### src/rtl/helios_host_sequencer_pkg.sv
`default_nettype none
// ============================================================================
//  Module      : helios_host_sequencer_pkg
//  Description : Shared message codes and sequencer state type for the
//                Helios host-side byte-stream sequencer.
//  Revision    : 1.0 - initial release
// ============================================================================
package helios_host_sequencer_pkg;

    localparam logic [7:0] START_DECODING_MSG      = 8'h01;
    localparam logic [7:0] MEASUREMENT_DATA_HEADER = 8'h02;

    typedef enum logic [2:0] {
        IDLE        = 3'd0,
        SEND_START  = 3'd1,
        WAIT_MEAS   = 3'd2,
        SEND_HEADER = 3'd3,
        SEND_DATA   = 3'd4,
        RECV        = 3'd5,
        REPORT      = 3'd6,
        DONE        = 3'd7
    } host_state_t;

endpackage
`default_nettype wire

### src/rtl/measurement_byte_serializer.sv
`default_nettype none
// ============================================================================
//  Module      : measurement_byte_serializer
//  Description : Shot buffer plus registered tx byte stage. Emits the start
//                code, frame header or next syndrome byte (LSB byte first).
//  Revision    : 1.0 - initial release
// ============================================================================
module measurement_byte_serializer
    import helios_host_sequencer_pkg::*;
#(
    parameter int MEAS_W = 24,
    parameter int NBYTES = 3
) (
    input  logic              clk,
    input  logic              reset,
    input  logic              capture,
    input  logic [MEAS_W-1:0] meas_data,
    input  logic              load_start,
    input  logic              load_header,
    input  logic              load_data,
    input  logic              tx_ready,
    output logic [7:0]        tx_data,
    output logic              tx_valid,
    output logic              tx_fire,
    output logic              last
);

    localparam int IDX_W = $clog2(NBYTES + 1);

    logic [MEAS_W-1:0] r_buf;
    logic [IDX_W-1:0]  r_byte_idx;
    logic [7:0]        r_tx_data;
    logic              r_tx_valid;
    logic              r_is_data;

    assign tx_data  = r_tx_data;
    assign tx_valid = r_tx_valid;
    assign tx_fire  = r_tx_valid & tx_ready;
    assign last     = r_is_data && (r_byte_idx == IDX_W'(NBYTES - 1));

    // The buffer shifts down one byte per accepted data byte, so the next
    // byte to send always sits in the low eight bits.
    always_ff @(posedge clk) begin
        if (reset) begin
            r_buf      <= '0;
            r_byte_idx <= '0;
            r_tx_data  <= '0;
            r_tx_valid <= 1'b0;
            r_is_data  <= 1'b0;
        end else begin
            if (capture) begin
                r_buf <= meas_data;
            end
            if (tx_fire) begin
                r_tx_valid <= 1'b0;
                if (r_is_data) begin
                    r_byte_idx <= r_byte_idx + 1'b1;
                    r_buf      <= r_buf >> 8;
                end else begin
                    r_byte_idx <= '0;
                end
            end else if (!r_tx_valid) begin
                if (load_start) begin
                    r_tx_data  <= START_DECODING_MSG;
                    r_tx_valid <= 1'b1;
                    r_is_data  <= 1'b0;
                end else if (load_header) begin
                    r_tx_data  <= MEASUREMENT_DATA_HEADER;
                    r_tx_valid <= 1'b1;
                    r_is_data  <= 1'b0;
                end else if (load_data) begin
                    r_tx_data  <= r_buf[7:0];
                    r_tx_valid <= 1'b1;
                    r_is_data  <= 1'b1;
                end
            end
        end
    end

endmodule
`default_nettype wire

### src/rtl/helios_host_sequencer.sv
`default_nettype none
// ============================================================================
//  Module      : helios_host_sequencer
//  Description : Frames syndrome shots into the Helios decoder byte stream and
//                parses the decoder replies, for N back-to-back shots per run.
//  Revision    : 1.0 - initial release
// ============================================================================
module helios_host_sequencer
    import helios_host_sequencer_pkg::*;
#(
    parameter int GRID_WIDTH_X   = 4,
    parameter int GRID_WIDTH_Z   = 1,
    parameter int GRID_WIDTH_U   = 3,
    parameter int RESP_BYTES     = 3,
    parameter int TIMEOUT_CYCLES = 65535,
    localparam int BPR    = (GRID_WIDTH_X * GRID_WIDTH_Z + 7) >> 3,
    localparam int MEAS_W = BPR * 8 * GRID_WIDTH_U,
    localparam int NBYTES = BPR * GRID_WIDTH_U
) (
    input  logic              clk,
    input  logic              reset,
    input  logic              start,
    input  logic [15:0]       num_shots,
    input  logic [MEAS_W-1:0] meas_data,
    input  logic              meas_valid,
    output logic              meas_ready,
    output logic [7:0]        tx_data,
    output logic              tx_valid,
    input  logic              tx_ready,
    input  logic [7:0]        rx_data,
    input  logic              rx_valid,
    output logic              rx_ready,
    output logic [7:0]        res_iterations,
    output logic [15:0]       res_cycles,
    output logic              res_valid,
    output logic [15:0]       shots_done,
    output logic              busy,
    output logic              done,
    output logic              err_timeout
);

    localparam int RX_W  = $clog2(RESP_BYTES + 1);
    localparam int TMR_W = $clog2(TIMEOUT_CYCLES + 1);

    generate
        if (RESP_BYTES < 3) begin : g_resp_bytes_check
            $error("helios_host_sequencer: RESP_BYTES must be at least 3");
        end
    endgenerate

    host_state_t      r_state, w_state_nxt;
    logic [15:0]      r_num_shots, r_shots_done;
    logic [RX_W-1:0]  r_rx_idx;
    logic [TMR_W-1:0] r_timer;
    logic [7:0]       r_stage_iter, r_res_iter, w_iter_nxt;
    logic [15:0]      r_stage_cyc, r_res_cyc, w_cyc_nxt;
    logic             r_err_timeout;
    logic             w_rx_last, w_timer_exp;
    logic             w_capture, w_load_start, w_load_header, w_load_data;
    logic             w_tx_fire, w_tx_last;

    measurement_byte_serializer #(
        .MEAS_W (MEAS_W),
        .NBYTES (NBYTES)
    ) u_serializer (
        .clk         (clk),
        .reset       (reset),
        .capture     (w_capture),
        .meas_data   (meas_data),
        .load_start  (w_load_start),
        .load_header (w_load_header),
        .load_data   (w_load_data),
        .tx_ready    (tx_ready),
        .tx_data     (tx_data),
        .tx_valid    (tx_valid),
        .tx_fire     (w_tx_fire),
        .last        (w_tx_last)
    );

    assign w_rx_last   = (r_rx_idx == RX_W'(RESP_BYTES - 1));
    assign w_timer_exp = (r_timer == TMR_W'(TIMEOUT_CYCLES - 1));

    // Fold the byte being accepted into the staged reply so the final byte
    // can be published in the same cycle it arrives.
    always_comb begin
        w_iter_nxt = r_stage_iter;
        w_cyc_nxt  = r_stage_cyc;
        if (r_rx_idx == RX_W'(0)) w_iter_nxt      = rx_data;
        if (r_rx_idx == RX_W'(1)) w_cyc_nxt[15:8] = rx_data;
        if (r_rx_idx == RX_W'(2)) w_cyc_nxt[7:0]  = rx_data;
    end

    always_ff @(posedge clk) begin
        if (reset) begin
            r_state <= IDLE;
        end else begin
            r_state <= w_state_nxt;
        end
    end

    always_comb begin
        w_state_nxt   = r_state;
        w_capture     = 1'b0;
        w_load_start  = 1'b0;
        w_load_header = 1'b0;
        w_load_data   = 1'b0;
        meas_ready    = 1'b0;
        rx_ready      = 1'b0;
        res_valid     = 1'b0;
        done          = 1'b0;
        busy          = (r_state != IDLE);
        case (r_state)
            IDLE: begin
                if (start) begin
                    w_state_nxt = (num_shots != 16'd0) ? SEND_START : DONE;
                end
            end
            SEND_START: begin
                w_load_start = 1'b1;
                if (w_tx_fire) w_state_nxt = WAIT_MEAS;
            end
            WAIT_MEAS: begin
                meas_ready = 1'b1;
                if (meas_valid) begin
                    w_capture   = 1'b1;
                    w_state_nxt = SEND_HEADER;
                end
            end
            SEND_HEADER: begin
                w_load_header = 1'b1;
                if (w_tx_fire) w_state_nxt = SEND_DATA;
            end
            SEND_DATA: begin
                w_load_data = 1'b1;
                if (w_tx_fire && w_tx_last) w_state_nxt = RECV;
            end
            RECV: begin
                rx_ready = 1'b1;
                if (rx_valid) begin
                    if (w_rx_last) w_state_nxt = REPORT;
                end else if (w_timer_exp) begin
                    w_state_nxt = DONE;
                end
            end
            REPORT: begin
                res_valid   = 1'b1;
                w_state_nxt = (r_shots_done + 16'd1 == r_num_shots) ? DONE : WAIT_MEAS;
            end
            DONE: begin
                done        = 1'b1;
                w_state_nxt = IDLE;
            end
            default: w_state_nxt = IDLE;
        endcase
    end

    always_ff @(posedge clk) begin
        if (reset) begin
            r_num_shots   <= '0;
            r_shots_done  <= '0;
            r_rx_idx      <= '0;
            r_timer       <= '0;
            r_stage_iter  <= '0;
            r_stage_cyc   <= '0;
            r_res_iter    <= '0;
            r_res_cyc     <= '0;
            r_err_timeout <= 1'b0;
        end else begin
            case (r_state)
                IDLE: begin
                    if (start && num_shots != 16'd0) begin
                        r_num_shots   <= num_shots;
                        r_shots_done  <= '0;
                        r_err_timeout <= 1'b0;
                    end
                end
                SEND_DATA: begin
                    if (w_tx_fire && w_tx_last) begin
                        r_rx_idx <= '0;
                        r_timer  <= '0;
                    end
                end
                RECV: begin
                    if (rx_valid) begin
                        r_timer      <= '0;
                        r_rx_idx     <= r_rx_idx + 1'b1;
                        r_stage_iter <= w_iter_nxt;
                        r_stage_cyc  <= w_cyc_nxt;
                        if (w_rx_last) begin
                            r_res_iter <= w_iter_nxt;
                            r_res_cyc  <= w_cyc_nxt;
                        end
                    end else if (w_timer_exp) begin
                        r_err_timeout <= 1'b1;
                    end else begin
                        r_timer <= r_timer + 1'b1;
                    end
                end
                REPORT: r_shots_done <= r_shots_done + 16'd1;
                default: ;
            endcase
        end
    end

    assign res_iterations = r_res_iter;
    assign res_cycles     = r_res_cyc;
    assign shots_done     = r_shots_done;
    assign err_timeout    = r_err_timeout;

endmodule
`default_nettype wire

### config.mk
export PLATFORM = sky130hd
export DESIGN_NAME = helios_host_sequencer
export DESIGN_NICKNAME = d
export VERILOG_FILES = /design/src/rtl/helios_host_sequencer_pkg.sv /design/src/rtl/measurement_byte_serializer.sv /design/src/rtl/helios_host_sequencer.sv
export SDC_FILE = /design/constraint.sdc
export NUM_CORES = 1
export LEC_CHECK = 0
export ABC_AREA = 1
export BUFFER_PORTS_ARGS = -buffer_cell sky130_fd_sc_hd__buf_4
export CAP_MARGIN = 20
export CELL_PAD_IN_SITES_DETAIL_PLACEMENT = 0
export CELL_PAD_IN_SITES_GLOBAL_PLACEMENT = 2
export CORE_MARGIN = 5
export CORE_UTILIZATION = 33
export DETAILED_ROUTE_END_ITERATION = 8
export PLACE_DENSITY = 0.86
export SLEW_MARGIN = 20
export SYNTH_ARGS = -nofsm -noshare
export SYNTH_HDL_FRONTEND = slang
export SYNTH_SLANG_ARGS = --single-unit
### constraint.sdc
create_clock -name clk -period 3.5 [get_ports clk]
set_input_delay 0.35 -clock clk [delete_from_list [all_inputs] [get_ports clk]]
set_output_delay 0.35 -clock clk [all_outputs]
set_load 0.05 [all_outputs]
==> results of run 1 <==
-- registers in the layout (all words and copies together) (netlist names) --
name	count
res_iterations	8
err_timeout	1
res_cycles	16
r_stage_iter	8
r_stage_cyc	8
u_serializer.r_is_data	1
u_serializer.tx_data	8
r_rx_idx	2
u_serializer.tx_valid	1
r_timer	16
shots_done	16
u_serializer.r_buf	24
r_num_shots	16
r_state	3
u_serializer.r_byte_idx	2
-- layer usage --
metal / track usage / up-vias / wire (µm)
li1: - / 3214 / -
met2: 0.275 / 93 / 8200
met1: 0.219 / 2679 / 8760
met4: 0.0489 / 0 / 208
met5: 0 / - / 0
met3: 0.0371 / 15 / 701
-- layout by cell type, fill, tap and decap left out, types with 2 or more instances in the layout --
cell	count
o21ai_0	112
and3_1	2
nand2_1	193
clkbuf_16	17
bufinv_16	3
clkinv_4	5
inv_2	4
inv_1	85
clkinvlp_4	2
dfxtp_1	130
clkinv_2	3
nor2_2	6
nor3_1	8
nor2_4	4
nand2_2	4
o21ai_1	3
a31oi_1	3
nand3_1	49
nand3_2	2
nor2_1	139
a21oi_1	96
nand4_1	8
nand3b_1	6
ha_1	7
buf_4	112
a311oi_1	2
nor4_1	5
-- final cells by class --
class	instances	share of cell area
Clock buffer	18	0.0548
Clock inverter	13	0.0209
Inverter	90	0.0435
Multi-Input combinational cell	666	0.404
Sequential cell	130	0.332
Tap cell	234	0.0374
Timing Repair Buffer	112	0.107
-- worst max-delay path, delay by kind of cell, from the launching register on --
| kind | cells | cell delay, ps |
|---|---|---|
| buffers and inverters | 4 | 710 |
| DFF | 1 | 330 |
| AOI/OAI and AO/OA | 3 | 490 |
| and+or+nand+nor | 5 | 650 |
-- power groups by stage --
stage	combinational [W]	sequential (W)	clock (W)
global placement	0.00107	0.00176	0
floorplan	0.000719	0.00178	0
CTS	0.00107	0.00173	0.00184
detailed placement	0.00106	0.00176	0
finish	0.00105	0.00173	0.00181
global route	0.00119	0.00175	0.00191
-- worst min path at each step --
stage                     cells after the start       startpoint                endpoint
after floorplan                               2  r_stage_cyc[10]         r_stage_cyc[10]
after global placement                        2   r_stage_cyc[9]          r_stage_cyc[9]
after detailed placement                      2  r_stage_iter[0]         r_stage_iter[0]
after CTS                                     3    meas_data[16]  u_serializer.r_buf[16]
after global routing                          3     meas_data[5]   u_serializer.r_buf[5]
final                                         3    meas_data[16]  u_serializer.r_buf[16]
-- per-stage QoR --
step                power, W  worst slack, ps  cell area, µm²
floorplan            0.00250             1350            6240
global placement     0.00283             1170            7240
detailed placement   0.00283             1100            7240
CTS                  0.00464             1170            7830
global route         0.00485              855            7830
finish               0.00459             1200            7830
-- cell usage after synthesis, drive strengths merged --
| cell type | n | area share |
|---|---|---|
| nand2 | 198 | 0.12 |
| nor2 | 150 | 0.10 |
| dfxtp | 130 | 0.42 |
| o21ai | 116 | 0.094 |
| a21oi | 97 | 0.078 |
| inv | 90 | 0.055 |
| nand3 | 51 | 0.043 |
| clkbuf | 24 | 0.014 |
| buf | 9 | 0.0070 |
| nand4 | 8 | 0.0080 |
| nor3 | 8 | 0.0064 |
| ha | 7 | 0.014 |
| nand3b | 6 | 0.0072 |
| nor4 | 5 | 0.0050 |
| a31oi | 3 | 0.0030 |
| a311oi | 2 | 0.0028 |
| and3 | 2 | 0.0020 |
| a21o | 1 | 0.0012 |
| a22oi | 1 | 0.0012 |
| a2bb2oi | 1 | 0.0014 |
| nor3b | 1 | 0.0030 |
| o211a | 1 | 0.0016 |
| o21a | 1 | 0.0012 |
| o21bai | 1 | 0.0018 |
| o221ai | 1 | 0.0014 |
| o22ai | 1 | 0.0010 |
| o31ai | 1 | 0.0012 |
| xnor2 | 1 | 0.0014 |
| xor2 | 1 | 0.0014 |
| xor3 | 1 | 0.0038 |
-- cells by family after synthesis --
family / after synthesis
AO/OA/AOI/OAI: 227
flip-flops: 130
XOR/XNOR: 3
AND/OR/NAND/NOR: 429
buffers and inverters: 123
adder cells (fa/ha/maj): 7
==> impl_metrics.env, run 1 <==
export IMPL_r2r_worst_path_cells=12
export IMPL_initial_utilization=0.335
export IMPL_worstSkewPairLatency_ps=410
export IMPL_end_kind="flip-flop"
export IMPL_cts_resized_gates=0
export IMPL_dr_pass1_iters=5
export IMPL_swShare=0.326
export IMPL_period_share=0.656
export IMPL_drcViolationCount=0
export IMPL_io_pins=109
export IMPL_combPwrFrac=0.229
export IMPL_groute_usage_overall=0.167
export IMPL_clk_pin_slew_ps=60
export IMPL_power_frac_seq=0.377
export IMPL_wl_um=17900
export IMPL_regArea_um2=2600
export IMPL_p_leak_nw=3.20
export IMPL_synth_xor_area_frac=0.00662
export IMPL_hold_class="in -> reg"
export IMPL_nFillCells=2011
export IMPL_cp_max_fo=34
export IMPL_cp_cell_sequence="inv_1 > nand2_1 > nor2_2 > inv_1 > nor2_1 > inv_1 > o21ai_1 > nor2_1 > nand2_1 > inv_1 > o21ai_1 > a21oi_1"
export IMPL_grt_max_degree=45
export IMPL_ir_drop_v=0.000372
export IMPL_clock_skew_ps=8.61
export IMPL_ys_seq_area_frac=0.417
export IMPL_h_tree_depth=4
export IMPL_num_nets_final=1078
export IMPL_grt_overflow=0
export IMPL_drt_iter0_drc=332
export IMPL_grt_pass1_vias=5726
export IMPL_ys_ff_latch=130
export IMPL_coreArea_um2=18600
export IMPL_arrival_ps=2590
export IMPL_multiInputGateArea_um2=3160
export IMPL_setup_worst_path_class="reg -> reg"
export IMPL_crit_path_start="r_state[1]"
export IMPL_clkSinkCount=130
export IMPL_cts_max_path_buffers=2
export IMPL_p_int_w=0.00309
export IMPL_r2r_end="r_state[1]"
export IMPL_cts_hold_buf=0
export IMPL_synth_compound_area_frac=0.190
export IMPL_num_antenna_cells=0
export IMPL_synthAdderAreaFrac=0.0140
export IMPL_finalNonFillerCells=1263
export IMPL_slew_headroom=0.401
export IMPL_antenna_found_initial=0
export IMPL_drv_cap=0
export IMPL_fmax_ghz=0.435
export IMPL_power_density_nw_per_um2=586
export IMPL_grt_pass1_wl_um=29500
export IMPL_hold_violations=0
export IMPL_port_buffers=108
export IMPL_switching_power_w=0.00150
export IMPL_die_x_um=147
export IMPL_endpoint="r_state[1]"
export IMPL_syn_area_um2=6240
export IMPL_r2r_start="r_state[1]"
export IMPL_worst_path_max_delay_cell="inv_1"
export IMPL_vias=6001
export IMPL_area_growth_pct=25.5
export IMPL_ys_warn_count=0
export IMPL_worst_pin_slew_ps=897
export IMPL_drive_gt1_frac=0.164
export IMPL_cts_root_buf="clkbuf_16"
export IMPL_dp_cells=1232
export IMPL_finalSetupViolations=0
export IMPL_syn_nets=980
export IMPL_clock_power_share=0.394
export IMPL_holdWs_ps=157
export IMPL_drv_slew=0
export IMPL_cts_tree="built"
export IMPL_cp_common_cell="inv_1"
export IMPL_max_stage_delay_ps=440
export IMPL_fin_setup_tns_ps=0
export IMPL_status="completed"
export IMPL_viasPerCell=4.75
export IMPL_synth_area_per_cell_um2=6.79
export IMPL_rows=50
export IMPL_die_area_um2=21800
export IMPL_die_y_um=147
export IMPL_post_cts_buffers=0
export IMPL_cts_made_buffers=17
export IMPL_synth_top_family_by_area="simple AND/OR/NAND/NOR gates"
export IMPL_dp_hpwl_um=13000
export IMPL_final_core_utilization=0.420
export IMPL_start_kind="flip-flop"
export IMPL_place_congestion=0.844
export IMPL_required_ps=3800
export IMPL_ant_nets=0
export IMPL_synth_simple_area_share=0.296
export IMPL_rrSetupSlack_ps=1200
export IMPL_synthMuxAreaShare=0
export IMPL_wl_per_cell_um=14.2
export IMPL_rsz0062_at_grt="false"
export IMPL_final_min_clock_period_ps=2300
export IMPL_synth_cells=919
export IMPL_ys_types=42
Power figures use the tool's default switching activity.
==> run 2, diff against run 1 <==
--- a/config.mk
+++ b/config.mk
@@ -11,9 +11,9 @@
 export CELL_PAD_IN_SITES_DETAIL_PLACEMENT = 0
 export CELL_PAD_IN_SITES_GLOBAL_PLACEMENT = 2
 export CORE_MARGIN = 5
-export CORE_UTILIZATION = 33
+export CORE_UTILIZATION = 30
 export DETAILED_ROUTE_END_ITERATION = 8
-export PLACE_DENSITY = 0.86
+export PLACE_DENSITY = 0.79
 export SLEW_MARGIN = 20
 export SYNTH_ARGS = -nofsm -noshare
 export SYNTH_HDL_FRONTEND = slang
==> constraint.sdc (replaced) <==
create_clock -name clk -period 2.3 [get_ports clk]
set_input_delay 0.23 -clock clk [delete_from_list [all_inputs] [get_ports clk]]
set_output_delay 0.23 -clock clk [all_outputs]
set_load 0.05 [all_outputs]
==> impl_metrics.env, run 2 (synthesis gave the netlist of run 1 again) <==
export IMPL_status="completed"
export IMPL_h_tree_depth=4
export IMPL_drv_slew=0
export IMPL_cp_top_family="simple AND/OR/NAND/NOR gates"
export IMPL_critPathBufInv=2
export IMPL_holdWs_ps=33.1
export IMPL_hold_violations=0
export IMPL_viasPerCell=4.63
export IMPL_groute_usage_overall=0.154
export IMPL_clock_skew_ps=11.2
export IMPL_cts_max_path_buffers=2
export IMPL_wl_um=18400
export IMPL_power_density_nw_per_um2=882
export IMPL_cts_tree="built"
export IMPL_start_kind="flip-flop"
export IMPL_worstSkewPairLatency_ps=420
export IMPL_cts_root_buf="clkbuf_16"
export IMPL_grt_max_degree=34
export IMPL_end_kind="flip-flop"
export IMPL_antenna_found_initial=0
export IMPL_fin_setup_tns_ps=0
export IMPL_slew_headroom=0.587
export IMPL_worst_pin_slew_ps=614
export IMPL_clk_pin_slew_ps=70
export IMPL_regMostFlops="u_serializer.r_buf"
export IMPL_grt_overflow=0
export IMPL_worst_path_max_delay_cell="dfxtp_1"
export IMPL_drv_cap=0
export IMPL_period_share=0.859
export IMPL_hold_class="in -> reg"
export IMPL_dr_pass1_iters=5
export IMPL_ant_nets=0
export IMPL_drt_iter0_drc=314
export IMPL_final_min_clock_period_ps=1970
export IMPL_required_ps=2610
export IMPL_arrival_ps=2280
export IMPL_final_cell_mix="nand2_1 (193), nor2_1 (139), buf_4 (129)"
export IMPL_finalNonFillerCells=1317
export IMPL_place_congestion=0.800
export IMPL_wl_per_cell_um=14.0
export IMPL_drive_gt1_frac=0.181
export IMPL_initial_utilization=0.306
export IMPL_finalSetupViolations=0
export IMPL_hold_start="meas_data[16]"
export IMPL_fmax_ghz=0.506
export IMPL_final_common_cell="nand2_1"
export IMPL_area_growth_pct=28.4
export IMPL_grt_pass1_wl_um=29900
export IMPL_dp_hpwl_um=13600
export IMPL_cts_hold_buf=0
export IMPL_drcViolationCount=0
export IMPL_coreArea_um2=20400
export IMPL_dp_cells=1284
export IMPL_io_pins=109
export IMPL_num_nets_final=1095
export IMPL_largest_register_ffs=24
export IMPL_die_y_um=154
export IMPL_die_area_um2=23800
export IMPL_p_leak_nw=3.30
export IMPL_clkSinkCount=130
export IMPL_grt_pass1_vias=5769
export IMPL_cp_cell_sequence="nand2_1 > inv_1 > nand2_2 > nor2_1 > nand4_1 > nand2_2 > nand2_4 > inv_4 > nor2_2 > nand3_2 > nor2_1 > o21a_1"
export IMPL_setup_worst_path_class="reg -> reg"
export IMPL_vias=6092
export IMPL_rows=52
export IMPL_cp_max_fo=10
export IMPL_ir_drop_v=0.000583
export IMPL_die_x_um=154
export IMPL_cts_made_buffers=17
export IMPL_crit_path_start="r_timer[7]"
export IMPL_rsz0062_at_grt="false"
export IMPL_r2r_start="r_timer[7]"
export IMPL_max_stage_delay_ps=370
export IMPL_num_antenna_cells=0
export IMPL_port_buffers=108
## run 2: cell types whose count changed in the layout (fill, tap and decap cells not counted), sizes merged
cell and change:
inv +8, bufinv -1, clkbuf -1, clkinv -5
buf +17
## run 2: layer usage
layer,GRT usage,up-vias,part of all wire
met3,0.0372,15,0.047
li1,-,3261,-
met4,0.0433,0,0.013
met1,0.207,2690,0.48
met2,0.248,126,0.46
met5,0,-,0
## run 2: area by class of cell
cell class | count | area (µm²)
fillers | 2209 | 12400
clock inverters | 15 | 169
flip-flops and latches | 130 | 2610
repair buffers | 129 | 968
inverters | 90 | 340
well taps | 270 | 338
multi-input cells | 666 | 3160
clock buffers | 17 | 425
## run 2: metrics by stage
stage	power [W]	setup slack (ps)	cell area, µm²	utilization
after floorplan	0.00381	150	6240	-
after global placement	0.00437	67.7	7400	0.364
after detailed placement	0.00436	68.1	7400	0.364
after CTS	0.00715	272	8000	0.393
after global routing	0.00746	22.9	8010	0.393
final	0.00707	325	8010	0.393
## run 2: report_power, final
group | internal, W | total (W) | switching, W
registers | 0.00248 | 0.00263 | 0.000152
clock network | 0.00163 | 0.00278 | 0.00115
logic | 0.000546 | 0.00165 | 0.00110
## run 2: final timing paths
path | to | slack, ps | cells past startpoint
worst min-delay path | u_serializer.r_buf[16] | 30 | 3
worst min register to register | r_stage_cyc[14] | 450 | 2
worst max-delay path | r_timer[6] | 330 | 12
worst max register to register | r_timer[6] | 330 | 12
## run 2: timing repair
action / 4_1_cts / 5_1_grt
setup buffers: 0 / 1
gates resized for setup: 0 / 2
endpoints found under the setup margin: 0 / 2
## run 2: worst register-to-register path, stage by stage (launching register included)
cell and delay, ps:
dfxtp_1 370, nand2_1 120, inv_1 130, nand2_2 110
nor2_1 170, nand4_1 200, nand2_2 170, nand2_4 120
inv_4 120, nor2_2 60, nand3_2 70, nor2_1 50
o21a_1 160
==> run 3, diff against run 2 <==
--- a/config.mk
+++ b/config.mk
@@ -5,15 +5,15 @@
 export SDC_FILE = /design/constraint.sdc
 export NUM_CORES = 1
 export LEC_CHECK = 0
-export ABC_AREA = 1
 export BUFFER_PORTS_ARGS = -buffer_cell sky130_fd_sc_hd__buf_4
 export CAP_MARGIN = 20
 export CELL_PAD_IN_SITES_DETAIL_PLACEMENT = 0
 export CELL_PAD_IN_SITES_GLOBAL_PLACEMENT = 2
 export CORE_MARGIN = 5
-export CORE_UTILIZATION = 30
+export CORE_UTILIZATION = 32
+export CTS_CLUSTER_SIZE = 24
 export DETAILED_ROUTE_END_ITERATION = 8
-export PLACE_DENSITY = 0.79
+export PLACE_DENSITY = 0.8
 export SLEW_MARGIN = 20
 export SYNTH_ARGS = -nofsm -noshare
 export SYNTH_HDL_FRONTEND = slang
==> impl_metrics.env, run 3 <==
export IMPL_postPlaceCellArea_um2=7190
export IMPL_grt_use_met1=0.212
export IMPL_worstSkewPairLatency_ps=420
export IMPL_largest_register_ffs=24
export IMPL_die_y_um=148
export IMPL_ant_nets=0
export IMPL_coreArea_um2=18700
export IMPL_io_pins=109
export IMPL_grt_max_degree=54
export IMPL_clkSinkCount=130
export IMPL_cts_hold_buf=0
export IMPL_slew_headroom=0.490
export IMPL_final_min_clock_period_ps=2130
export IMPL_drcViolationCount=0
export IMPL_crit_path_start="shots_done[1]"
export IMPL_die_area_um2=21900
export IMPL_arrival_ps=2450
export IMPL_groute_usage_overall=0.159
export IMPL_power_density_nw_per_um2=890
export IMPL_synth_area_leaders="dfxtp_1 (43%), nand2_1 (7.6%), nor2_1 (7.3%), mux2i_1 (5.8%), a21oi_1 (5.0%)"
export IMPL_hold_violations=0
export IMPL_rows=50
export IMPL_cts_tree="built"
export IMPL_endpoint="r_state[0]"
export IMPL_cts_root_buf="clkbuf_16"
export IMPL_holdWs_ps=35.7
export IMPL_synth_top_flop_cell="dfxtp_1"
export IMPL_met3_usage=0.0374
export IMPL_finalSetupViolations=0
export IMPL_regMostFlops="u_serializer.r_buf"
export IMPL_dr_pass1_iters=4
export IMPL_period_share=0.925
export IMPL_cts_max_path_buffers=2
export IMPL_grt_pass1_wl_um=28500
export IMPL_async_flop_share=0
export IMPL_final_core_utilization=0.418
export IMPL_area_growth_pct=28.5
export IMPL_globalRoute_busiestLayer="met2"
export IMPL_finalInstanceArea_um2=7820
export IMPL_synth_edf_count=0
export IMPL_syn_nets=825
export IMPL_vias=5647
export IMPL_wl_um=17200
export IMPL_port_buffers=108
export IMPL_final_cell_mix="buf_4 (145), dfxtp_1 (126), nand2_1 (123)"
export IMPL_status="completed"
export IMPL_viasPerCell=5.07
export IMPL_syn_area_um2=6090
export IMPL_dpl_worst_slack_ps=90.9
export IMPL_fin_setup_tns_ps=0
export IMPL_ir_drop_v=0.000550
export IMPL_power_frac_seq=0.370
export IMPL_combPwrFrac=0.236
export IMPL_ys_warn_count=0
export IMPL_place_congestion=0.840
export IMPL_rsz0062_at_grt="true"
export IMPL_worst_pin_slew_ps=764
export IMPL_start_kind="flip-flop"
export IMPL_p_leak_nw=3.03
export IMPL_grt_pass1_vias=5526
export IMPL_clock_power_share=0.394
export IMPL_required_ps=2620
export IMPL_synth_top_area_share=0.428
export IMPL_hold_class="in -> reg"
export IMPL_finalWorstSetupSlack_ps=173
export IMPL_rrSetupSlack_ps=170
export IMPL_clock_skew_ps=9.30
export IMPL_synth_cells=764
export IMPL_cts_made_buffers=17
export IMPL_synth_top_area_cell="dfxtp_1"
export IMPL_synth_most_common_cell="dfxtp_1"
export IMPL_drt_iter0_drc=211
export IMPL_drv_cap=0
export IMPL_r2r_worst_path_cells=8
export IMPL_clk_pin_slew_ps=60
export IMPL_wl_per_cell_um=15.4
export IMPL_final_common_cell="buf_4"
export IMPL_antenna_found_initial=0
export IMPL_ys_seq_area_frac=0.428
export IMPL_ys_types=47
export IMPL_ys_ff_latch=130
export IMPL_cp_max_fo=7
export IMPL_drv_slew=0
export IMPL_fmax_ghz=0.470
export IMPL_initial_utilization=0.325
export IMPL_setup_worst_path_class="reg -> reg"
export IMPL_synth_area_per_cell_um2=7.97
export IMPL_met2_usage=0.252
export IMPL_swShare=0.326
export IMPL_grt_overflow=0
export IMPL_switching_power_w=0.00227
export IMPL_dp_hpwl_um=12400
export IMPL_p_int_w=0.00469
export IMPL_r2r_end="r_state[0]"
export IMPL_end_kind="flip-flop"
export IMPL_num_nets_final=928
export IMPL_synthTopCellsByCount="dfxtp_1 (130), nand2_1 (123), nor2_1 (118)"
export IMPL_r2r_start="shots_done[1]"
export IMPL_num_antenna_cells=0
export IMPL_h_tree_depth=4
export IMPL_die_x_um=148
export IMPL_drive_gt1_frac=0.217
[run 3: cell types whose count changed after synthesis, moves of 21 or more]
cell / previous run / this run
o21ai_0: 112 / 12
inv_1: 86 / 10
nand2_1: 193 / 123
a21oi_1: 96 / 61
mux2i_1: 0 / 35
a211oi_1: 0 / 25
a311oi_1: 2 / 27
clkbuf_1: 24 / 45
nor2_1: 139 / 118
[run 3: metrics by stage]
step | instances | total power, W
floorplan | 764 | 0.00372
global placement | 1079 | 0.00427
detailed placement | 1079 | 0.00428
CTS | 1111 | 0.00705
global route | 1114 | 0.00734
finish | 1114 | 0.00696
[run 3: layer usage]
metal | part of all wire | wire, µm
met1 | 0.48 | 8180
met2 | 0.46 | 7970
met3 | 0.046 | 796
met4 | 0.015 | 259
met5 | 0 | 0
[run 3: cell type report]
| class | count | area (µm²) |
|---|---|---|
| fill | 1914 | 10900 |
| multi-input combinational | 563 | 3200 |
| sequential | 130 | 2610 |
| timing repair buffer | 145 | 1090 |
| clock buffer | 17 | 425 |
| tap | 234 | 293 |
| clock inverter | 15 | 170 |
| inverter | 10 | 41.3 |
[run 3: cell families after synthesis]
group,Yosys count,share of synthesized area
and+or+nand+nor,347,0.255
adders and majority gates,7,0.0144
muxes,35,0.0576
xor gates and xnor gates,30,0.0432
buffers and inverters,71,0.0497
AOI/OAI and AO/OA,144,0.153
DFF,130,0.428
[run 3: what timing repair did]
item | 4_1_cts | 5_1_grt
pin swaps | 0 | 2
setup endpoints to repair | 1 | 3
buffers inserted | 0 | 3
gates resized for setup | 1 | 3
[run 3: worst min-delay path by stage]
stage	start	to	slack (ps)	cells after the start
2_1_floorplan	tx_ready	u_serializer.tx_valid	330	1
3_3_place_gp	r_stage_iter[6]	r_stage_iter[6]	440	2
3_5_place_dp	r_stage_iter[0]	r_stage_iter[0]	450	2
4_1_cts	tx_ready	u_serializer.tx_valid	7	2
5_1_grt	tx_ready	u_serializer.tx_valid	20	2
6_report	tx_ready	u_serializer.tx_valid	40	2
[run 3: critical path, cell delays in order, from the launching register on]
cell,delay (ps)
dfxtp_2,380
ha_1,200
and3_1,210
nand3_1,140
o32ai_2,290
a21oi_1,110
nor4_2,270
nand4b_1,200
a311oi_1,240
[run 3: power groups by stage]
| stage | combinational [W] | sequential [W] | clock (W) |
|---|---|---|---|
| 2_1_floorplan | 0.00107 | 0.00265 | 0 |
| 5_1_grt | 0.00182 | 0.00260 | 0.00292 |
| 3_5_place_dp | 0.00165 | 0.00262 | 0 |
| 4_1_cts | 0.00166 | 0.00257 | 0.00282 |
| 3_3_place_gp | 0.00165 | 0.00262 | 0 |
| 6_report | 0.00165 | 0.00257 | 0.00274 |
